--- src/rtl/botonera_updown_pkg.sv ---
// Shared types and default constants for the pushbutton conditioner.
package botonera_pkg;

  // Debounce FSM states, one FSM per button.
  typedef enum logic [1:0] {
    IDLE         = 2'd0,
    WAIT_PRESS   = 2'd1,
    PRESSED      = 2'd2,
    WAIT_RELEASE = 2'd3
  } btn_state_t;

  // Defaults: 10 ms debounce, 0.5 s repeat delay, 0.1 s repeat period at 50 MHz.
  localparam int DEF_DEBOUNCE_CYCLES = 500000;
  localparam int DEF_REPEAT_DELAY    = 25000000;
  localparam int DEF_REPEAT_PERIOD   = 5000000;

  // Button slots used by the top-level generate loop.
  localparam int NUM_BTN  = 2;
  localparam int BTN_UP   = 0;
  localparam int BTN_DOWN = 1;

  // Counter width large enough to hold the biggest timing parameter.
  function automatic int cnt_width(input int a, input int b, input int c);
    int m;
    m = a;
    if (b > m) m = b;
    if (c > m) m = c;
    return $clog2(m + 1);
  endfunction

endpackage

--- src/rtl/botonera_updown_if.sv ---
// Button bus: raw pushbutton inputs and conditioned command/level outputs.
// master = board/bench side driving the buttons, slave = conditioner.
interface botonera_if;
  logic btn_up_raw;
  logic btn_down_raw;
  logic up;
  logic down;
  logic up_lvl;
  logic down_lvl;

  modport master (
    output btn_up_raw, btn_down_raw,
    input  up, down, up_lvl, down_lvl
  );

  modport slave (
    input  btn_up_raw, btn_down_raw,
    output up, down, up_lvl, down_lvl
  );
endinterface

--- src/rtl/botonera_updown_debounce_btn.sv ---
// One pushbutton channel: 2-flop synchroniser, debounce FSM with run counter,
// registered debounced level and a raw (combinational) press event that the
// top registers. Optional auto-repeat enabled by macro BOTONERA_REPEAT_EN.
module debounce_btn
  import botonera_pkg::*;
#(
  parameter int DEBOUNCE_CYCLES = DEF_DEBOUNCE_CYCLES,
  parameter int REPEAT_DELAY    = DEF_REPEAT_DELAY,
  parameter int REPEAT_PERIOD   = DEF_REPEAT_PERIOD
) (
  input  logic clk,
  input  logic rst_n,
  input  logic i_raw,
  input  logic i_other_lvl,
  output logic o_lvl,
  output logic o_press
);

  localparam int CW = cnt_width(DEBOUNCE_CYCLES, REPEAT_DELAY, REPEAT_PERIOD);
  localparam logic [CW-1:0] CNT_ONE = CW'(1);
  localparam logic [CW-1:0] DB_LAST = CW'(DEBOUNCE_CYCLES - 1);

  logic [1:0]    r_sync;
  btn_state_t    r_state;
  logic [CW-1:0] r_cnt;
  logic          r_lvl;
  logic          w_sync;
  logic          w_press_evt;
  logic          w_rep_fire;

  assign w_sync = r_sync[1];

  // Two-flop synchroniser for the asynchronous, bouncing button.
  always_ff @(posedge clk or negedge rst_n) begin
    if (!rst_n) r_sync <= 2'b00;
    else        r_sync <= {r_sync[0], i_raw};
  end

  // Debounce FSM: a level change is accepted only after DEBOUNCE_CYCLES
  // consecutive equal samples; any contrary sample restarts the count.
  always_ff @(posedge clk or negedge rst_n) begin
    if (!rst_n) begin
      r_state <= IDLE;
      r_cnt   <= '0;
      r_lvl   <= 1'b0;
    end else begin
      case (r_state)
        IDLE: begin
          if (w_sync) begin
            r_state <= WAIT_PRESS;
            r_cnt   <= CNT_ONE;
          end
        end
        WAIT_PRESS: begin
          if (!w_sync) begin
            r_state <= IDLE;
            r_cnt   <= '0;
          end else if (r_cnt == DB_LAST) begin
            r_state <= PRESSED;
            r_lvl   <= 1'b1;
          end else begin
            r_cnt <= r_cnt + 1'b1;
          end
        end
        PRESSED: begin
          if (!w_sync) begin
            r_state <= WAIT_RELEASE;
            r_cnt   <= CNT_ONE;
          end
        end
        WAIT_RELEASE: begin
          if (w_sync) begin
            r_state <= PRESSED;
          end else if (r_cnt == DB_LAST) begin
            r_state <= IDLE;
            r_lvl   <= 1'b0;
          end else begin
            r_cnt <= r_cnt + 1'b1;
          end
        end
        default: begin
          r_state <= IDLE;
          r_cnt   <= '0;
          r_lvl   <= 1'b0;
        end
      endcase
    end
  end

  // Press event is decoded from the edge that will enter PRESSED, so the
  // top's output register shows the pulse in the cycle right after it.
  assign w_press_evt = (r_state == WAIT_PRESS) && w_sync && (r_cnt == DB_LAST);

`ifdef BOTONERA_REPEAT_EN
  // Repeat fires one cycle early for the same reason as the press event;
  // after a fire the counter is rewound so the next fire is REPEAT_PERIOD later.
  localparam logic [CW-1:0] RPT_FIRE   = CW'(REPEAT_DELAY - 1);
  localparam logic [CW-1:0] RPT_RELOAD = CW'(REPEAT_DELAY - REPEAT_PERIOD);

  logic [CW-1:0] r_rcnt;
  logic          w_rep_hit;

  assign w_rep_hit  = (r_state == PRESSED) && (r_rcnt == RPT_FIRE);
  assign w_rep_fire = w_rep_hit && !i_other_lvl;

  // Repeat counter: clears on entry to PRESSED and in IDLE, runs in PRESSED,
  // freezes in WAIT_RELEASE.
  always_ff @(posedge clk or negedge rst_n) begin
    if (!rst_n) begin
      r_rcnt <= '0;
    end else if (w_press_evt || ((r_state == WAIT_RELEASE) && w_sync)) begin
      r_rcnt <= '0;
    end else if (r_state == IDLE) begin
      r_rcnt <= '0;
    end else if (r_state == PRESSED) begin
      if (w_rep_hit) r_rcnt <= RPT_RELOAD;
      else           r_rcnt <= r_rcnt + 1'b1;
    end
  end
`else
  logic w_unused_other;
  assign w_unused_other = i_other_lvl;
  assign w_rep_fire     = 1'b0;
`endif

  assign o_lvl   = r_lvl;
  assign o_press = w_press_evt | w_rep_fire;

endmodule

--- src/rtl/botonera_updown.sv ---
// Pushbutton conditioner for the up/down counter: two debounced channels,
// simultaneous-press suppression and registered single-cycle command pulses.
// Optional auto-repeat enabled by macro BOTONERA_REPEAT_EN.
module botonera_updown
  import botonera_pkg::*;
#(
  parameter int DEBOUNCE_CYCLES = DEF_DEBOUNCE_CYCLES,
  parameter int REPEAT_DELAY    = DEF_REPEAT_DELAY,
  parameter int REPEAT_PERIOD   = DEF_REPEAT_PERIOD
) (
  input logic       clk,
  input logic       rst_n,
  botonera_if.slave bus
);

  logic [NUM_BTN-1:0] w_raw;
  logic [NUM_BTN-1:0] w_lvl;
  logic [NUM_BTN-1:0] w_press;
  logic               r_up;
  logic               r_down;

  assign w_raw[BTN_UP]   = bus.btn_up_raw;
  assign w_raw[BTN_DOWN] = bus.btn_down_raw;

  // One conditioning channel per button; each sees the other's level so
  // repeats can be held off while both buttons are down.
  for (genvar g = 0; g < NUM_BTN; g++) begin : g_btn
    debounce_btn #(
      .DEBOUNCE_CYCLES(DEBOUNCE_CYCLES),
      .REPEAT_DELAY   (REPEAT_DELAY),
      .REPEAT_PERIOD  (REPEAT_PERIOD)
    ) u_btn (
      .clk        (clk),
      .rst_n      (rst_n),
      .i_raw      (w_raw[g]),
      .i_other_lvl(w_lvl[NUM_BTN-1-g]),
      .o_lvl      (w_lvl[g]),
      .o_press    (w_press[g])
    );
  end

  // Command pulses: events on both buttons at once cancel each other, which
  // also guarantees up and down are never high together.
  always_ff @(posedge clk or negedge rst_n) begin
    if (!rst_n) begin
      r_up   <= 1'b0;
      r_down <= 1'b0;
    end else begin
      r_up   <= w_press[BTN_UP]   & ~w_press[BTN_DOWN];
      r_down <= w_press[BTN_DOWN] & ~w_press[BTN_UP];
    end
  end

  assign bus.up       = r_up;
  assign bus.down     = r_down;
  assign bus.up_lvl   = w_lvl[BTN_UP];
  assign bus.down_lvl = w_lvl[BTN_DOWN];

endmodule
--- src/flat_wrapper.sv ---
// flat-port wrapper written by rule: the top's interface ports become plain ports
module botonera_updown_flat import botonera_pkg::*;
#(
  parameter int DEBOUNCE_CYCLES = DEF_DEBOUNCE_CYCLES,
  parameter int REPEAT_DELAY    = DEF_REPEAT_DELAY,
  parameter int REPEAT_PERIOD   = DEF_REPEAT_PERIOD
)
  (clk, rst_n, bus_btn_up_raw, bus_btn_down_raw, bus_up, bus_down, bus_up_lvl, bus_down_lvl);
  botonera_if bus_i ();
  input logic clk;
  input logic rst_n;
  input wire logic [$bits(bus_i.btn_up_raw)-1:0] bus_btn_up_raw;
  input wire logic [$bits(bus_i.btn_down_raw)-1:0] bus_btn_down_raw;
  output wire logic [$bits(bus_i.up)-1:0] bus_up;
  output wire logic [$bits(bus_i.down)-1:0] bus_down;
  output wire logic [$bits(bus_i.up_lvl)-1:0] bus_up_lvl;
  output wire logic [$bits(bus_i.down_lvl)-1:0] bus_down_lvl;
  assign bus_i.btn_up_raw = bus_btn_up_raw;
  assign bus_i.btn_down_raw = bus_btn_down_raw;
  assign bus_up = bus_i.up;
  assign bus_down = bus_i.down;
  assign bus_up_lvl = bus_i.up_lvl;
  assign bus_down_lvl = bus_i.down_lvl;
  botonera_updown #(.DEBOUNCE_CYCLES(DEBOUNCE_CYCLES), .REPEAT_DELAY(REPEAT_DELAY), .REPEAT_PERIOD(REPEAT_PERIOD)) u_core (.clk(clk), .rst_n(rst_n), .bus(bus_i));
endmodule
--- config.mk ---
export PLATFORM = sky130hd
export DESIGN_NAME = botonera_updown_flat
export DESIGN_NICKNAME = d
export VERILOG_FILES = /design/src/rtl/botonera_updown_pkg.sv /design/src/rtl/botonera_updown_if.sv /design/src/rtl/botonera_updown_debounce_btn.sv /design/src/rtl/botonera_updown.sv /design/src/flat_wrapper.sv
export SDC_FILE = /design/constraint.sdc
export NUM_CORES = 1
export LEC_CHECK = 0
export BUFFER_PORTS_ARGS = -buffer_cell sky130_fd_sc_hd__buf_2
export CORE_MARGIN = 4
export CORE_UTILIZATION = 45
export CTS_CLUSTER_SIZE = 20
export DETAILED_ROUTE_END_ITERATION = 12
export PLACE_DENSITY_LB_ADDON = 0.1
export SYNTH_ARGS = -nofsm -noshare
export SYNTH_HDL_FRONTEND = slang
export SYNTH_SLANG_ARGS = --single-unit
export TNS_END_PERCENT = 50
--- constraint.sdc ---
create_clock -name clk -period 2.8 [get_ports clk]
set_clock_uncertainty 0.2 [all_clocks]
set_input_delay 0.42 -clock clk [delete_from_list [all_inputs] [get_ports clk]]
set_output_delay 0.42 -clock clk [all_outputs]
set_load 0.02 [all_outputs]
==> flow_summary.json <==
{
  "status": "complete, no violations",
  "grt_usage_pct": 20.1,
  "cts_made_buffers": 9,
  "die_w_um": 95.7,
  "coreArea_um2": 7370,
  "syn_avg_cell_area_um2": 9.03,
  "finalCritPeriodShare_pct": 87.2,
  "ctsLongestPathBuffers": 2,
  "grt_max_degree": 27,
  "crit_arrival_ps": 2470,
  "io_buffers": 7,
  "grt_overflow": 0,
  "slew_headroom_pct": 58.5,
  "clkPwrFrac_pct": 38.1,
  "worst_setup_path_start_kind": "register",
  "synth_edf_count": 0,
  "vias": 3097,
  "setup_tns_ps": 0,
  "ys_warn_count": 0,
  "via_per_inst": 6.24,
  "start_util_pct": 46.9,
  "drive_gt1_share_pct": 12.3,
  "grt_pass1_wl_mm": 14.2,
  "rsz0062_at_grt": "false",
  "fin_crit_ps": 2440,
  "synth_top_area_cell": "dfrtp_1",
  "dr.pass1.iters": 4,
  "synth_top_area_share_pct": 44.9,
  "crit_slowest_cell": "dfrtp_1",
  "cts_sinks": 62,
  "synthMostInstantiatedCell": "dfrtp_1",
  "power_density_nw_per_um2": 479,
  "die_h_um": 95.7,
  "wire_per_inst_um": 16.7,
  "synth-seq-area-share_pct": 44.9,
  "synth_cell_type_count": 58,
  "p_switching_uw": 503,
  "fmax_mhz": 409,
  "syn_area_um2": 3460,
  "drtAntennaViolNets": 0,
  "timing_hold_violations_final": 0,
  "power_frac_seq_pct": 54.2,
  "wl_mm": 8.27,
  "min_path_type": "reg2reg",
  "area_delta_synth_final_pct": 9.77,
  "p_comb_share_pct": 7.7,
  "critPathKind": "reg2reg",
  "clkLatencyLatePin_ps": 350,
  "synthArstFlopShare_pct": 100,
  "die_area_um2": 9150,
  "p_leak_uw": 0.00161,
  "clkSlewWorstSetupHoldPaths_ps": 70,
  "htree_levels": 3,
  "synth_common_cells": "dfrtp_1 (62), o21ai_0 (56), nand2_1 (35), a31oi_1 (27), a21oi_1 (22)",
  "intPower_uw": 1310,
  "first_global_vias": 2852,
  "postCtsHoldBufs": 3,
  "syn_nets": 389,
  "n_antenna_cell": 0,
  "synthTopCellsByArea": "dfrtp_1 (45%), o21ai_0 (8.1%), a31oi_1 (4.9%)",
  "cp.required_ps": 2820,
  "postCtsSetupBuffers": 0,
  "ys.flop_type": "dfrtp_1",
  "fillers": 714,
  "worstMarginPinSlew_ps": 617,
  "path_cells": "ha_1, and4_1, nand3_1, nor4_4, and3b_1, or3_1",
  "clk_root_buffer_cell": "clkbuf_8",
  "cp_max_fo": 5,
  "switching_share_pct": 27.7,
  "peakVddDrop_uv": 191,
  "drt_iter0_drc": 236,
  "cts_resized": 0,
  "num_io_pins": 8,
  "maxCapViolCount": 0,
  "drc": 0,
  "syn_inst": 383,
  "antenna_found_initial": 0,
  "total_power_uw": 1820,
  "holdWs_ps": 155,
  "fp-row-count": 31,
  "gp_congestion": 0.809,
  "dpl.hpwl_mm": 5.51,
  "drv_slew": 0,
  "fin_nets": 400,
  "cts_tree": "yes",
  "ys_seq_elements": 62,
  "setup_viol": 0,
  "cp-end-kind": "register",
  "slowest_delay_ps": 420
}
## flip-flops by register name, indices dropped and copies added (netlist names), named ones only
register                    cells
u_core.g_btn.u_btn.r_cnt       50
u_core.g_btn.u_btn.r_sync       4
u_core.g_btn.u_btn.o_lvl        2
u_core.g_btn.u_btn.r_state      2
u_core.bus.down                 1
u_core.bus.up                   1
## power groups by stage
stage | clock, uW | sequential (uW) | combinational, uW
after floorplan | 0 | 977 | 96.9
after global placement | 0 | 998 | 135
after detailed placement | 0 | 998 | 138
after CTS | 716 | 982 | 142
after global routing | 744 | 990 | 161
final | 692 | 985 | 140
## path summary, 6_finish.rpt
check / from / end / slack, ps / depth (start not counted)
worst max-delay path: u_core.g_btn[1].u_btn.r_cnt[0]$_DFFE_PN0P_ / u_core.g_btn[1].u_btn.r_cnt[1]$_DFFE_PN0P_ / 360 / 6
worst min-delay path: u_core.g_btn[1].u_btn.r_sync[0]$_DFF_PN0_ / u_core.g_btn[1].u_btn.r_sync[1]$_DFF_PN0_ / 160 / 0
worst max register to register: u_core.g_btn[1].u_btn.r_cnt[0]$_DFFE_PN0P_ / u_core.g_btn[1].u_btn.r_cnt[1]$_DFFE_PN0P_ / 360 / 6
worst min register to register: u_core.g_btn[1].u_btn.r_sync[0]$_DFF_PN0_ / u_core.g_btn[1].u_btn.r_sync[1]$_DFF_PN0_ / 160 / 0
max in group asynchronous: rst_n / u_core.g_btn[1].u_btn.r_cnt[21]$_DFFE_PN0P_ / 1320 / 3
min in group asynchronous: rst_n / u_core.g_btn[0].u_btn.r_cnt[12]$_DFFE_PN0P_ / 390 / 2
## layer usage
layer,track usage (%),vias to the layer above,routed length [um]
met3,5.52,12,426
met1,29.9,1518,4230
met2,28.1,74,3510
met5,0,-,0
li1,-,1493,-
met4,6.28,0,104
## cell families after synthesis
family | after synthesis | synth area share (%)
AO/OA/AOI/OAI | 137 | 23.8
adder cells (fa/ha/maj) | 2 | 0.723
buffers and inverters | 29 | 3.87
AND/OR/NAND/NOR | 145 | 24.4
XOR/XNOR | 5 | 1.27
multiplexers | 3 | 1.05
flip-flops | 62 | 44.9
## worst max-delay path: cells and delay by family (launching register included)
family / cells / cell delay, ps
fa+ha+maj: 1 / 280
flops: 1 / 420
simple gates: 5 / 1410
## placed cells by master (no fill, tap or decap), types with 9 or more instances in the layout
| cell type | count |
|---|---|
| buf_4 | 13 |
| nand3_1 | 20 |
| a21oi_1 | 22 |
| clkbuf_8 | 10 |
| dfrtp_1 | 62 |
| nand4_1 | 17 |
| nor2_1 | 13 |
| o21ai_0 | 56 |
| nand2_1 | 35 |
| and3_1 | 9 |
| a31oi_1 | 27 |
## per-stage QoR
stage	cells	utilization (%)	setup slack, ps	instance area (um2)
global route	496	51.5	232	3800
global placement	479	48.9	466	3600
floorplan	383	-	585	3460
CTS	496	51.5	390	3800
detailed placement	479	48.9	402	3600
finish	496	51.5	358	3800
## final cells by class
class / instances / area [um2] / share of cell area [%]
sequential: 62 / 1550 / 40.9
timing repair buffer: 23 / 163 / 4.28
tap: 99 / 124 / 3.26
clock buffer: 10 / 138 / 3.63
clock inverter: 4 / 25.0 / 0.659
inverter: 6 / 22.5 / 0.593
multi-input combinational: 292 / 1770 / 46.7
Power figures use the tool's default switching activity.
